--- src/rtl/regfile_pkg.sv ---
// Shared register-file definitions: geometry of the 16x16 register file and
// the write-back entry layout carried through the write-back queue.
package regfile_pkg;

  localparam int REG_W  = 16;
  localparam int REG_AW = 4;

  // One pending register write: destination index and value.
  typedef struct packed {
    logic [REG_AW-1:0] reg_addr;
    logic [REG_W-1:0]  data;
  } wb_entry_t;

  // R0 is hard-wired; writes to it are accepted and discarded.
  localparam logic [REG_AW-1:0] REG_ZERO = '0;

endpackage

--- src/rtl/regfile_wb_queue_if.sv ---
// Write-back request channel between the pipeline write-back stage (master)
// and the write-back queue (slave). Valid/ready handshake.
interface regfile_wb_queue_if #(
  parameter int AW    = 4,
  parameter int WIDTH = 16
) ();

  logic             wb_valid;
  logic             wb_ready;
  logic [AW-1:0]    wb_reg;
  logic [WIDTH-1:0] wb_data;

  modport master (
    output wb_valid,
    output wb_reg,
    output wb_data,
    input  wb_ready
  );

  modport slave (
    input  wb_valid,
    input  wb_reg,
    input  wb_data,
    output wb_ready
  );

endinterface

--- src/rtl/regfile_wb_queue_dec.sv ---
// Register-select decoder: turns a register index into a one-hot write-enable
// vector, all zero when the enable input is low.
module reg_onehot_dec #(
  parameter int AW = 4
) (
  input  logic              en,
  input  logic [AW-1:0]     addr,
  output logic [(1<<AW)-1:0] onehot
);

  // Single set bit at addr when enabled, otherwise no register is written.
  always_comb begin
    onehot = '0;
    if (en) begin
      onehot[addr] = 1'b1;
    end
  end

endmodule

--- src/rtl/regfile_wb_queue.sv ---
// Write-back queue owning the write side of the register file. Buffers
// write-back requests in a small FIFO, drains the head into the per-register
// write enables one entry per cycle, and forwards the youngest in-flight value
// to both read ports. Widths default to the shared register-file geometry;
// WIDTH/AW are expected to match REG_W/REG_AW since entries use wb_entry_t.
module regfile_wb_queue
  import regfile_pkg::*;
#(
  parameter int DEPTH = 4,
  parameter int WIDTH = REG_W,
  parameter int AW    = REG_AW
) (
  input  logic                     clk,
  input  logic                     rst,
  regfile_wb_queue_if.slave        wb,
  input  logic                     drain_en,
  output logic [(1<<AW)-1:0]       rf_write_en,
  output logic [WIDTH-1:0]         rf_d,
  input  logic [AW-1:0]            rd_addr1,
  input  logic [AW-1:0]            rd_addr2,
  output logic                     byp_hit1,
  output logic                     byp_hit2,
  output logic [WIDTH-1:0]         byp_data1,
  output logic [WIDTH-1:0]         byp_data2,
  output logic [$clog2(DEPTH):0]   count,
  output logic                     empty,
  output logic                     full
);

  localparam int IW = $clog2(DEPTH);
  localparam int PW = IW + 1;

  logic [PW-1:0] wr_ptr_q, wr_ptr_d;
  logic [PW-1:0] rd_ptr_q, rd_ptr_d;
  logic [PW-1:0] count_q,  count_d;
  wb_entry_t     mem_q [DEPTH];
  wb_entry_t     mem_d [DEPTH];
  wb_entry_t     head;
  logic          push_hs;
  logic          push;
  logic          pop;

  // Pointers carry a wrap bit: equal means empty, equal except MSB means full.
  assign empty = (wr_ptr_q == rd_ptr_q);
  assign full  = (wr_ptr_q[PW-1] != rd_ptr_q[PW-1]) &&
                 (wr_ptr_q[IW-1:0] == rd_ptr_q[IW-1:0]);
  assign count = count_q;

  // Ready depends only on fullness: a pop in the same cycle does not free a slot.
  assign wb.wb_ready = !full;
  assign push_hs     = wb.wb_valid && wb.wb_ready;
  // R0 writes finish the handshake but never occupy a slot.
  assign push        = push_hs && (wb.wb_reg != REG_ZERO);
  assign pop         = !empty && drain_en;

  assign head = mem_q[rd_ptr_q[IW-1:0]];
  assign rf_d = empty ? '0 : head.data;

  reg_onehot_dec #(
    .AW (AW)
  ) u_dec (
    .en     (pop),
    .addr   (head.reg_addr),
    .onehot (rf_write_en)
  );

  // Next-state for pointers and occupancy from the push/pop pair.
  always_comb begin
    wr_ptr_d = wr_ptr_q + PW'(push);
    rd_ptr_d = rd_ptr_q + PW'(pop);
    count_d  = count_q;
    unique case ({push, pop})
      2'b10:   count_d = count_q + PW'(1);
      2'b01:   count_d = count_q - PW'(1);
      default: count_d = count_q;
    endcase
  end

  // Entry storage next-state: write the incoming request at the tail slot.
  always_comb begin
    mem_d = mem_q;
    if (push) begin
      mem_d[wr_ptr_q[IW-1:0]] = '{reg_addr: wb.wb_reg, data: wb.wb_data};
    end
  end

  // Control state, cleared asynchronously so queued writes vanish at once.
  always_ff @(posedge clk or negedge rst) begin
    if (!rst) begin
      wr_ptr_q <= '0;
      rd_ptr_q <= '0;
      count_q  <= '0;
    end else begin
      wr_ptr_q <= wr_ptr_d;
      rd_ptr_q <= rd_ptr_d;
      count_q  <= count_d;
    end
  end

  // Entry payloads carry no reset; validity comes solely from the pointers.
  always_ff @(posedge clk) begin
    mem_q <= mem_d;
  end

  // Bypass scan oldest to youngest so the last (youngest) match wins;
  // the head draining this cycle is still a valid entry.
  always_comb begin
    byp_hit1  = 1'b0;
    byp_hit2  = 1'b0;
    byp_data1 = '0;
    byp_data2 = '0;
    for (int i = 0; i < DEPTH; i++) begin
      if (PW'(i) < count_q) begin
        if ((rd_addr1 != REG_ZERO) &&
            (mem_q[IW'(rd_ptr_q[IW-1:0] + IW'(i))].reg_addr == rd_addr1)) begin
          byp_hit1  = 1'b1;
          byp_data1 = mem_q[IW'(rd_ptr_q[IW-1:0] + IW'(i))].data;
        end
        if ((rd_addr2 != REG_ZERO) &&
            (mem_q[IW'(rd_ptr_q[IW-1:0] + IW'(i))].reg_addr == rd_addr2)) begin
          byp_hit2  = 1'b1;
          byp_data2 = mem_q[IW'(rd_ptr_q[IW-1:0] + IW'(i))].data;
        end
      end
    end
  end

endmodule

--- src/flat_wrapper.sv ---
// flat-port wrapper written by rule: the top's interface ports become plain ports
module regfile_wb_queue_flat import regfile_pkg::*;
#(
  parameter int DEPTH = 4,
  parameter int WIDTH = REG_W,
  parameter int AW    = REG_AW
)
  (clk, rst, drain_en, rf_write_en, rf_d, rd_addr1, rd_addr2, byp_hit1, byp_hit2, byp_data1, byp_data2, count, empty, full, wb_wb_valid, wb_wb_reg, wb_wb_data, wb_wb_ready);
  regfile_wb_queue_if #(.AW(AW), .WIDTH(WIDTH)) wb_i ();
  input  logic clk;
  input  logic rst;
  input  logic drain_en;
  output logic [(1<<AW)-1:0] rf_write_en;
  output logic [WIDTH-1:0] rf_d;
  input  logic [AW-1:0] rd_addr1;
  input  logic [AW-1:0] rd_addr2;
  output logic byp_hit1;
  output logic byp_hit2;
  output logic [WIDTH-1:0] byp_data1;
  output logic [WIDTH-1:0] byp_data2;
  output logic [$clog2(DEPTH):0] count;
  output logic empty;
  output logic full;
  input wire logic [$bits(wb_i.wb_valid)-1:0] wb_wb_valid;
  input wire logic [$bits(wb_i.wb_reg)-1:0] wb_wb_reg;
  input wire logic [$bits(wb_i.wb_data)-1:0] wb_wb_data;
  output wire logic [$bits(wb_i.wb_ready)-1:0] wb_wb_ready;
  assign wb_i.wb_valid = wb_wb_valid;
  assign wb_i.wb_reg = wb_wb_reg;
  assign wb_i.wb_data = wb_wb_data;
  assign wb_wb_ready = wb_i.wb_ready;
  regfile_wb_queue #(.DEPTH(DEPTH), .WIDTH(WIDTH), .AW(AW)) u_core (.clk(clk), .rst(rst), .wb(wb_i), .drain_en(drain_en), .rf_write_en(rf_write_en), .rf_d(rf_d), .rd_addr1(rd_addr1), .rd_addr2(rd_addr2), .byp_hit1(byp_hit1), .byp_hit2(byp_hit2), .byp_data1(byp_data1), .byp_data2(byp_data2), .count(count), .empty(empty), .full(full));
endmodule
--- config.mk ---
export PLATFORM = sky130hd
export DESIGN_NAME = regfile_wb_queue_flat
export DESIGN_NICKNAME = d
export VERILOG_FILES = /design/src/rtl/regfile_pkg.sv /design/src/rtl/regfile_wb_queue_if.sv /design/src/rtl/regfile_wb_queue_dec.sv /design/src/rtl/regfile_wb_queue.sv /design/src/flat_wrapper.sv
export SDC_FILE = /design/constraint.sdc
export NUM_CORES = 1
export LEC_CHECK = 0
export ABC_AREA = 1
export CORE_MARGIN = 8
export CORE_UTILIZATION = 40
export CTS_CLUSTER_SIZE = 20
export DETAILED_ROUTE_END_ITERATION = 10
export HOLD_SLACK_MARGIN = 0.08
export PLACE_DENSITY_LB_ADDON = 0.1
export SYNTH_ARGS = -nofsm -noshare
export SYNTH_HDL_FRONTEND = slang
export SYNTH_HIERARCHICAL = 1
export SYNTH_SLANG_ARGS = --single-unit
--- constraint.sdc ---
create_clock -name clk -period 4.2 [get_ports clk]
set_clock_uncertainty 0.05 [all_clocks]
set_input_delay 0.84 -clock clk [delete_from_list [all_inputs] [get_ports clk]]
set_output_delay 0.84 -clock clk [all_outputs]
set_load 0.005 [all_outputs]
Word-level counts from Yosys, hierarchy flattened
Cells that the tools add are included.
Storage, ports and cells
  bits in registers: 89
  bits in latches: 0
  bits in read-only memories: 0
  bits in writable memories: 0
  input port bits: 32
  memories: 0
Operators by class
  add/subtract/negate cells: 7
  mux-type cells: 52
  equal/unequal tests: 13
  $lt $le $gt $ge: 12
  multipliers: 0
  shift operators: 0
  divide/modulo/power cells: 0
  bitwise logic cells: 5
  reductions and logical operators: 20
Operators with widths (count)
  two-way mux 16 bit: 18
  two-way mux 20 bit: 9
  binary-select mux 20 bit (select 2 bit): 4
  bitwise mux 80 bit: 1
  demux 20 bit (select 2 bit): 1
  equality test 4 bit: 8
  two-way mux 1 bit: 17
  greater-or-equal comparator 3 bit (second input constant): 5
  NOT 2 -> 3 bit: 5
  logical AND 1 bit: 14
  nonzero test 4 bit: 3
  adder 3 x 1 -> 3 bit: 2
  < comparator 1 x 3 -> 1 bit (first input constant): 2
  < comparator 2 x 3 -> 1 bit (first input constant): 2
  case mux 3 bit (2 select lines): 1
  < comparator 4 x 5 -> 1 bit (second input constant): 1
  adder 2 bit (second input constant): 2
  demux 1 bit (select 4 bit): 1
  greater-or-equal comparator 4 x 1 -> 1 bit (second input constant): 1
  adder 3 x 1 -> 3 bit (second input constant): 1
  equality test 3 bit: 1
  < comparator 3 x 1 -> 1 bit (second input constant): 1
  subtractor 3 x 1 -> 3 bit (second input constant): 1
  adder 2 x 1 -> 2 bit (second input constant): 1
  other kinds (6): 7

Logic depth before layout (Yosys ltp)
Gate-level depths: netlist of run 1.
  word-level depth: 14
  depth in mapped cells: 17
  gate-level depth less buffers: 13

Hierarchy
Netlist of run 1, hierarchy kept.
By module, submodules not included
  regfile_wb_queue: instances 1, cells an instance 1067, area an instance 7189.4 um^2
  reg_onehot_dec: instances 1, cells an instance 32, area an instance 126.4 um^2

Worst setup path before layout of run 1
No wires, ideal clock.
  kind: reg2reg
  start: reg u_core.rd_ptr_q[0]
  end: reg u_core/mem_q[0] in the netlist's numbering, enable pin
  stages on the path, launching flop included: 10
  path slack: 1015 ps
  library setup time: 422 ps
  clock period less this slack: 3185 ps
  buffers on the path: 3
  data arrival time: 2713 ps
  path through: dfrtp_1 -> buf_6 -> buf_2 -> buf_2 -> nand2_1 -> nand4_1 -> nor2_1 -> inv_1 -> nand3_1 -> nor3_1
Between the ends
  cells in the longest elaborated chain, start to end: 5
RTL lines
  start: declaration: RTL line regfile_wb_queue.sv:34  | logic [PW-1:0] rd_ptr_q, rd_ptr_d;
  start signal: assignment: RTL line regfile_wb_queue.sv:95  | rd_ptr_q <= rd_ptr_d;
  equality test 2 bit: RTL line regfile_wb_queue.sv:46  | (wr_ptr_q[IW-1:0] == rd_ptr_q[IW-1:0]);
  logical AND 1 bit: RTL line regfile_wb_queue.sv:45  | assign full = (wr_ptr_q[PW-1] != rd_ptr_q[PW-1]) &&
  named net full: RTL line flat_wrapper.sv:23  | output logic full;
  zero test 1 bit: RTL line regfile_wb_queue.sv:50  | assign wb.wb_ready = !full;
  named net wb_wb_ready: RTL line flat_wrapper.sv:27  | output wire logic [$bits(wb_i.wb_ready)-1:0] wb_wb_ready;
  logical AND 1 bit: RTL line regfile_wb_queue.sv:51  | assign push_hs = wb.wb_valid && wb.wb_ready;
  logical AND 1 bit: RTL line regfile_wb_queue.sv:53  | assign push = push_hs && (wb.wb_reg != REG_ZERO);
  end signal: assignment: RTL line regfile_wb_queue.sv:102  | mem_q <= mem_d;
  end: declaration: RTL line regfile_wb_queue.sv:36  | wb_entry_t mem_q [DEPTH];
The timed path passes the listed nets, and every way through them passes these cells.
A chain may end at the register's enable or synchronous reset.

Final worst setup path of run 1
  start: in rd_addr2[0]
  end: out byp_data2[13]
Between the ends
  cells in the longest elaborated chain, start to end: 10
RTL lines
  start: declaration: RTL line flat_wrapper.sv:16  | input logic [AW-1:0] rd_addr2;
  equality test 4 bit / nonzero test 4 bit (equally long branches): RTL line regfile_wb_queue.sv:120, regfile_wb_queue.sv:119
  logical AND 1 bit: RTL line regfile_wb_queue.sv:119  | if ((rd_addr2 != REG_ZERO) &&
  two-way mux 16 bit: RTL line regfile_wb_queue.sv:119
  two-way mux 16 bit: RTL line regfile_wb_queue.sv:113  | if (PW'(i) < count_q) begin
  two-way mux 16 bit: RTL line regfile_wb_queue.sv:119
  two-way mux 16 bit: RTL line regfile_wb_queue.sv:113
  two-way mux 16 bit: RTL line regfile_wb_queue.sv:119
  two-way mux 16 bit: RTL line regfile_wb_queue.sv:113
  two-way mux 16 bit: RTL line regfile_wb_queue.sv:119
  two-way mux 16 bit (*): RTL line regfile_wb_queue.sv:113
  end: declaration: RTL line flat_wrapper.sv:20  | output logic [WIDTH-1:0] byp_data2;
Mark *: on every way between the ends. The rest lies on a longest branch, timed or not.

==> flow_summary.toml, run 1 <==
[floorplanning]
die_y_um = 151.2
start_util = 0.4073
ios = 104
design.core.area_um2 = 17960
rows = 49
dieArea_um2 = 22870
die_w_um = 151.2

[timing]
worstMarginPinSlew_ns = 0.6265
fmax_mhz = 251.7
slew_headroom = 0.5779
hold_viol = 0
layout_min_cycle_time_ns = 3.973
tns_ns = 0
slew_viol_final = 0
rsz0062_at_grt = "false"
period_share = 0.9459
setup_viol = 0

[routing]
drt_iter0_markers = 711
via_per_inst = 5.085
route.detailed.drc = 0
ant_nets = 0
wl_per_cell_um = 15.71
dr.pass1.iters = 6
vias = 7277
wirelength_um = 22480

[synth]
ys_warn_count = 6
synth_seq_cells = 89
yosys.area.top_type = "edfxtp_1"
synth_area_leaders = "edfxtp_1 33%, nand2_1 22%, o21ai_0 7.1%, nand3_1 6.6%, nor2_1 5.2%"
synth.avg_cell_area_um2 = 6.657
netlist_area_um2 = 7316
ys_types = 34
yosys.area.top_type_share = 0.3284
netlist_instances = 1099
seq_area_frac_synth = 0.3592
synth_nets = 1139

[finish]
diodes = 0
final_area_um2 = 8986
final_nets = 1237
drive_gt1_frac = 0.09235
fillers = 1821
syn_to_final_growth_pct = 22.83

[place]
dpl_cell_area_um2 = 8703
portBuffers = 103
dp_hpwl_um = 17230
place_congestion = 0.8984

[flow_run]
max_cap_violations = 0

[worst_setup_path]
worst_ep_required_time_ns = 3.31
cp.arrival_ns = 3.08
critPathKind = "in -> out"
crit_path_start_kind = "primary input"
path_max_fanout = 16
end_kind = "output port"

[clocking]
path_clk_slew_ns = 0.05
cts_max_path_buffers = 2
clock_sinks = 89
numCtsBuffers = 9
clk_latency_ns = 0.33
cts-root-buf = "clkbuf_16"
h-tree-depth = 3
cts_tree = "done"

[worst_hold_path]
hp-class = "reg -> reg"

[pwr]
power.density_nw_per_um2 = 853.9
p_leak_uw = 0.004128
peakVddDrop_uv = 445.2

[global_routing]
grtUsageTotal = 0.1957
grt_pass1_wl_um = 34870
grt-ovfl-total = 0
grt_max_degree = 70
grt_pass1_vias = 6195
antenna_found_initial = 0

[run_status]
outcome = "finished clean"
==> layer usage <==
layer / vias up / wire, um / global-route usage
met1: 3240 / 11350 / 0.3115
met5: - / 0 / 0
met4: 0 / 135 / 0.03464
met2: 283 / 8793 / 0.2667
met3: 12 / 2210 / 0.03436
li1: 3742 / - / -
==> cell usage in the layout (no fill, tap or decap), drive strengths merged, types with 8 or more instances in the layout <==
master | Yosys | final
xor2 | 10 | 10
dfrtp | 9 | 9
nor2 | 109 | 109
edfxtp | 80 | 80
clkdlybuf4s50 | 0 | 103
nand3 | 116 | 116
o21ai | 111 | 111
inv | 95 | 97
nand2 | 451 | 451
ha | 8 | 8
clkbuf | 17 | 10
nand4 | 33 | 33
buf | 45 | 46
==> area by class of cell <==
| type | count | area (um^2) | area share |
|---|---|---|---|
| multi-input cells | 852 | 3993 | 0.4443 |
| repair buffers | 149 | 1443 | 0.1605 |
| well taps | 229 | 286.5 | 0.03189 |
| clock inverters | 6 | 41.29 | 0.004595 |
| inverters | 96 | 365.4 | 0.04066 |
| flip-flops and latches | 89 | 2629 | 0.2925 |
| clock buffers | 10 | 229.0 | 0.02548 |
==> registers in the layout (all words and copies together) (netlist names) <==
name and count:
u_core/mem_q 80, u_core/count 3, u_core/rd_ptr_q 3, u_core/wr_ptr_q 3
==> worst paths after layout <==
check | from | to | slack (ns) | depth (start not counted)
setup / recovery | rd_addr2[0] | byp_data2[13] | 0.23 | 13
hold / removal | u_core/rd_ptr_q[2] | u_core/rd_ptr_q[2] | 0.44 | 1
setup reg to reg | u_core/rd_ptr_q[1] | u_core/mem_q[69] | 1.43 | 9
hold reg to reg | u_core/rd_ptr_q[2] | u_core/rd_ptr_q[2] | 0.44 | 1
max in group asynchronous | rst | u_core/rd_ptr_q[0] | 3.03 | 1
min in group asynchronous | rst | u_core/rd_ptr_q[0] | 0.76 | 1
==> what timing repair did <==
| action | in CTS | in global routing |
|---|---|---|
| hold buffers | 0 | 0 |
| setup buffers | 0 | 0 |
| setup endpoints to repair | 0 | 32 |
| resized for setup | 0 | 2 |
==> power breakdown <==
group	internal (uW)	leakage (uW)	switching, uW
Sequential	1200	0.000836	134
Clock	401	0.000129	310
Combinational	2090	0.00316	3540
==> synthesized netlist by cell type <==
library cell  instances
nor2_1              101
clkinv_1              1
o21ai_0             104
nor2_4                7
inv_4                 2
buf_6                 9
nor3_1                4
nand2_4               2
xnor2_1               3
edfxtp_1             80
a21oi_1               1
buf_4                 4
nor2_8                1
ha_1                  8
o21ai_1               6
clkbuf_1             17
a31oi_1               1
buf_1                 5
nand2_2              14
nand3_1              96
nand3_2              18
xor2_1               10
nand3b_1              1
dfrtp_1               9
o211ai_1              2
buf_2                26
o21ai_2               1
buf_8                 1
and2_1                1
inv_1                93
nand3_4               2
or4_1                 1
nand4_1              33
nand2_1             435
==> logic make-up after synthesis <==
kind of cell	share of synthesized area
DFF	0.3592
AOI/OAI and AO/OA	0.08004
and+or+nand+nor	0.4325
adders and majority gates	0.01368
buffers and inverters	0.09902
xor gates and xnor gates	0.01556
==> critical path: stages <==
cell and delay, ns:
clkdlybuf4s50_1 0.56, nor2_1 0.09, nand3_1 0.11, inv_1 0.06, nor2_1 0.12, nand2_2 0.11
nor2_8 0.12, buf_4 0.23, nand4_1 0.11, nand3_1 0.10, nand2_1 0.05, nand2_1 0.07
clkdlybuf4s50_1 0.51
==> metrics by stage <==
step | power, uW | hold slack (ns) | instances | setup slack, ns | util
detailed placement | 6915 | 0.4329 | 1415 | 0.2189 | 0.4845
global route | 8362 | 0.4667 | 1431 | 0.01947 | 0.5002
floorplan | 4676 | 0.4117 | 1099 | 1.015 | -
finish | 7673 | 0.4366 | 1431 | 0.2272 | 0.5002
CTS | 7643 | 0.4416 | 1431 | 0.1409 | 0.4995
global placement | 6898 | 0.4286 | 1415 | 0.2010 | 0.4845
Note: power is estimated with default switching activity, not from simulation.
==> run 2, diff against run 1 <==
Settings changed: SYNTH_HIERARCHICAL 1 to default.
Clock period 4.2 ns to 4 ns, I/O delays scaled along.
==> flow_summary.toml, run 2 <==
[run_status]
outcome = "finished clean"

[worst_setup_path]
end_kind = "output port"
cp.arrival_ns = 3.02
cp.depth = 13
rr_startpoint = "u_core.rd_ptr_q[1]"
rr_worst_depth = 12
endpoint = "byp_data2[12]"
r2r_end = "u_core.count[2]"
slowest_delay_ns = 0.51
crit_family = "buffers and inverters"
rrSetupSlack_ns = 1.17
cp_common_cell = "nand2_1"
worst_ep_required_time_ns = 3.15
critPathLaunch = "rd_addr2[2]"
critPathKind = "in -> out"
cp_cell_sequence = "clkdlybuf4s50_1 > inv_2 > nand3_2 > inv_1 > nor2_1 > nand2_1 > nor2_4 > buf_4 > nand4_1 > nand3_1 > nand2_1 > nand2_1 > clkdlybuf4s50_1"
critical_path.slowest_cell = "clkdlybuf4s50_1"
crit_buf_inv = 5
path_max_fanout = 8
crit_path_start_kind = "primary input"

[global_routing]
grtUsageTotal = 0.2022
antenna_found_initial = 0
grt_max_degree = 96
grt_pass1_vias = 6199
grt-ovfl-total = 0
grt_pass1_wl_um = 35420

[timing]
rsz0062_at_grt = "true"
hold_viol = 0
fmax_mhz = 258.6
worstMarginPinSlew_ns = 0.7291
worst_slack_ns = 0.1332
timing.hold.ws_ns = 0.4372
slew_headroom = 0.5088
slew_viol_final = 0
layout_min_cycle_time_ns = 3.867
period_share = 0.9667
setup_viol = 0

[finish]
regMostFlops = "u_core.mem_q"
diodes = 0
final_area_um2 = 8930
final_nets = 1207
final_common_cell = "nand2_1"
syn_to_final_growth_pct = 25.74
fillers = 1743
fin_cells = 1397
largest_reg_flops = 80
drive_gt1_frac = 0.08703
final_cell_mix = "424 x nand2_1, 103 x nand3_1, 100 x o21ai_0"

[routing]
route.detailed.drc = 0
drt_iter0_markers = 971
ant_nets = 0
vias = 7253
via_per_inst = 5.192
dr.pass1.iters = 6
wirelength_um = 23210
wl_per_cell_um = 16.61

[synth]
yosys-top-cells-count = "427 x nand2_1, 104 x nand3_1, 101 x o21ai_0, 89 x nor2_1, 84 x inv_1"
netlist_instances = 1067
synth.most_common_cell = "nand2_1"
synthXorXnorAreaFrac = 0.01850
yosys.area_share.simple = 0.4220
ys.flop_type = "edfxtp_1"
seq_area_frac_synth = 0.3700
synth_mux_area_frac = 0
yosys.area.top_type = "edfxtp_1"
synth_area_leaders = "edfxtp_1 34%, nand2_1 23%, nand3_1 7.3%, o21ai_0 7.1%, nor2_1 4.7%"
yosys.area.top_type_share = 0.3383
synth_compound_area_frac = 0.08087
ys_types = 34
synth-edff-count = 80
synth_top_family_by_area = "simple AND/OR/NAND/NOR gates"
synthAdderAreaFrac = 0.01409
async_flop_share = 0.1011
synth_nets = 1107
netlist_area_um2 = 7102
ys_warn_count = 0
synth.avg_cell_area_um2 = 6.656
synth_seq_cells = 89

[place]
dp_hpwl_um = 16840
portBuffers = 103
post-place-ws_ns = 0.1082
place_congestion = 0.8886
dpl.cell_count = 1376
dpl_cell_area_um2 = 8481

[pwr]
p_leak_uw = 0.004136
peakVddDrop_uv = 407.9
power.density_nw_per_um2 = 909.5

[clocking]
hold_buffers = 0
h-tree-depth = 3
cts_tree = "done"
clk_latency_ns = 0.34
path_clk_slew_ns = 0.06
cts-root-buf = "clkbuf_16"
numCtsBuffers = 9
clock_sinks = 89
cts_max_path_buffers = 2

[floorplanning]
die_w_um = 149.2
rows = 48
design.core.area_um2 = 17360
dieArea_um2 = 22270
ios = 104
start_util = 0.4092
die_y_um = 149.2

[worst_hold_path]
hp-class = "reg -> reg"

[flow_run]
max_cap_violations = 0
## run 2: changes by cell type in the layout (fill, tap and decap cells not counted), moves of 6 or more
cell	before	now
buf_4	40	29
clkdlybuf4s50_1	103	97
dlymetal6s2s_1	0	6
inv_1	93	82
nand2_1	435	424
nand3_1	96	103
nand3_2	18	5
nor2_1	101	89
nor3_1	0	8
## run 2: final cells by class
cell class	count	area, um^2	share of cell area
Multi-Input combinational cell	833	3872	0.4337
Sequential cell	89	2629	0.2944
Timing Repair Buffer	145	1496	0.1676
Inverter	89	341.6	0.03825
Tap cell	225	281.5	0.03153
Clock buffer	9	225.2	0.02522
Clock inverter	7	83.83	0.009388
## run 2: power by group
group	total, uW	switching (uW)	internal (uW)
registers	1400	141	1260
logic	5870	3690	2180
clock network	850	402	448
total	8120	4230	3890
## run 2: through the flow
stage / util / power, uW / setup TNS, ns
6_report: 0.5145 / 8121 / 0
5_1_grt: 0.5145 / 8815 / -0.09501
4_1_cts: 0.5064 / 7908 / 0
3_5_place_dp: 0.4886 / 7045 / 0
3_3_place_gp: 0.4886 / 7004 / 0
2_1_floorplan: - / 4752 / 0
## run 2: timing repair
| item | 4_1_cts | 5_1_grt |
|---|---|---|
| buffers inserted | 0 | 1 |
| setup endpoints to repair | 0 | 42 |
| gates resized for setup | 0 | 27 |
## run 2: per-layer routing
layer	track usage	wire length [um]	vias up
met5	0	0	-
met4	0.04543	222	0
met3	0.03398	2280	17
met2	0.2699	9146	329
met1	0.3239	11560	3235
li1	-	-	3672
## run 2: worst min path at each step
stage | start | depth (start not counted) | slack, ns | to
floorplan | u_core.wr_ptr_q[2] | 1 | 0.41 | u_core.wr_ptr_q[2]
global placement | u_core.wr_ptr_q[2] | 1 | 0.42 | u_core.wr_ptr_q[2]
detailed placement | u_core.wr_ptr_q[2] | 1 | 0.44 | u_core.wr_ptr_q[2]
CTS | u_core.wr_ptr_q[2] | 1 | 0.44 | u_core.wr_ptr_q[2]
global route | u_core.wr_ptr_q[2] | 1 | 0.45 | u_core.wr_ptr_q[2]
finish | u_core.wr_ptr_q[2] | 1 | 0.44 | u_core.wr_ptr_q[2]
## run 2: cells by family after synthesis
family | after synthesis
XOR/XNOR | 15
adder cells (fa/ha/maj) | 8
AND/OR/NAND/NOR | 695
flip-flops | 89
AO/OA/AOI/OAI | 113
buffers and inverters | 147
==> run 3, diff against run 2 <==
Settings changed: CORE_MARGIN 8 to 4.
==> flow_summary.toml, run 3 (synthesis gave the netlist of run 2 again) <==
[run_status]
outcome = "finished clean"

[finish]
diodes = 0
fin_cells = 1395
largest_reg_flops = 80
drive_gt1_frac = 0.08120
post-route-util = 0.5094
final_common_cell = "nand2_1"
final_cell_mix = "426 x nand2_1, 104 x nand3_1, 101 x o21ai_0, 101 x clkdlybuf4s50_1, 89 x nor2_1"
fillers = 1714
syn_to_final_growth_pct = 24.49
final_nets = 1205
regMostFlops = "u_core.mem_q"

[place]
portBuffers = 103
post-place-ws_ns = 0.1123
place_congestion = 0.9008
dp_hpwl_um = 16440
dpl.cell_count = 1377

[routing]
route.detailed.drc = 0
ant_nets = 0
drt_iter0_markers = 795
dr.pass1.iters = 6
wl_per_cell_um = 15.69
wirelength_um = 21890
vias = 7084
via_per_inst = 5.078

[floorplanning]
ios = 104
die_w_um = 141.2
dieArea_um2 = 19950
rows = 48
die_y_um = 141.2
design.core.area_um2 = 17360
start_util = 0.4092

[timing]
worstMarginPinSlew_ns = 0.7031
tns_ns = 0
hold_viol = 0
slew_viol_final = 0
layout_min_cycle_time_ns = 3.838
fmax_mhz = 260.5
period_share = 0.9596
setup_viol = 0
slew_headroom = 0.5263
worst_slack_ns = 0.1618
rsz0062_at_grt = "false"

[worst_setup_path]
rrSetupSlack_ns = 1.35
r2r_end = "u_core.count[2]"
critPathLaunch = "rd_addr2[2]"
crit_buf_inv = 5
critPathKind = "in -> out"
critical_path.slowest_cell = "clkdlybuf4s50_1"
crit_family = "buffers and inverters"
cp.depth = 13
cp_common_cell = "nand2_1"
slowest_delay_ns = 0.50
path_max_fanout = 33
worst_ep_required_time_ns = 3.15
crit_path_start_kind = "primary input"
cp_cell_sequence = "clkdlybuf4s50_1 > inv_1 > nand3_1 > inv_1 > nor2_1 > nand2_1 > nor2_1 > nand3_2 > buf_12 > nand3_1 > nand2_1 > nand2_1 > clkdlybuf4s50_1"
cp.arrival_ns = 2.99
rr_worst_depth = 12
end_kind = "output port"
rr_startpoint = "u_core.rd_ptr_q[0]"

[clocking]
clock_sinks = 89
cts-root-buf = "clkbuf_16"
h-tree-depth = 3
clk_latency_ns = 0.34
cts_max_path_buffers = 2
path_clk_slew_ns = 0.07
numCtsBuffers = 9
cts_tree = "done"

[global_routing]
grt_pass1_wl_um = 33620
grtUsageTotal = 0.2132
grt_pass1_vias = 6128
grt_max_degree = 105
antenna_found_initial = 0
grt-ovfl-total = 0

[worst_hold_path]
hold_depth = 1
holdCritStartpoint = "u_core.wr_ptr_q[2]"
holdPathEnd = "u_core.wr_ptr_q[2]"
hp-class = "reg -> reg"

[pwr]
peakVddDrop_uv = 355.6
p_total_uw = 7883
p_leak_uw = 0.004052
power.density_nw_per_um2 = 891.7

[flow_run]
max_cap_violations = 0
## run 3: through the flow
step	instance area, um^2	hold WS (ns)
6_report	8841	0.4313
4_1_cts	8771	0.4380
3_5_place_dp	8476	0.4289
2_1_floorplan	7102	0.4089
3_3_place_gp	8476	0.4246
5_1_grt	8841	0.4655
## run 3: layout make-up
class | count | area [um^2] | share of cell area
clock inverter | 7 | 70.07 | 0.007925
tap | 225 | 281.5 | 0.03184
inverter | 89 | 339.1 | 0.03835
multi-input combinational | 831 | 3825 | 0.4326
timing repair buffer | 145 | 1471 | 0.1664
sequential | 89 | 2629 | 0.2973
clock buffer | 9 | 225.2 | 0.02547
## run 3: how the worst max path moves through the flow
| stage | endpoint | slack [ns] |
|---|---|---|
| 4_1_cts | byp_data1[12] | 0.02 |
| 6_report | byp_data2[11] | 0.16 |
| 3_5_place_dp | byp_data1[12] | 0.11 |
| 5_1_grt | byp_data2[5] | 0.009 |
| 3_3_place_gp | byp_data2[7] | 0.11 |
| 2_1_floorplan | u_core.mem_q[0] | 0.90 |
## run 3: repair_timing
item,in CTS,in global routing
endpoints found under the setup margin,0,34
setup buffers,0,1
hold buffers,0,0
resized for setup,0,8
## run 3: power breakdown
part	internal [uW]	leakage, uW	switching, uW	total [uW]
registers	1260	0.000836	142	1400
logic	2110	0.00307	3550	5660
clock network	438	0.000142	381	819
## run 3: routing by layer
metal | vias to the layer above | track usage | part of all wire | routed length, um
met5 | - | 0 | 0 | 0
met4 | 0 | 0.04691 | 0.012 | 267
met3 | 25 | 0.03867 | 0.085 | 1867
met2 | 281 | 0.2854 | 0.39 | 8482
met1 | 3112 | 0.3495 | 0.51 | 11270
li1 | 3666 | - | - | -
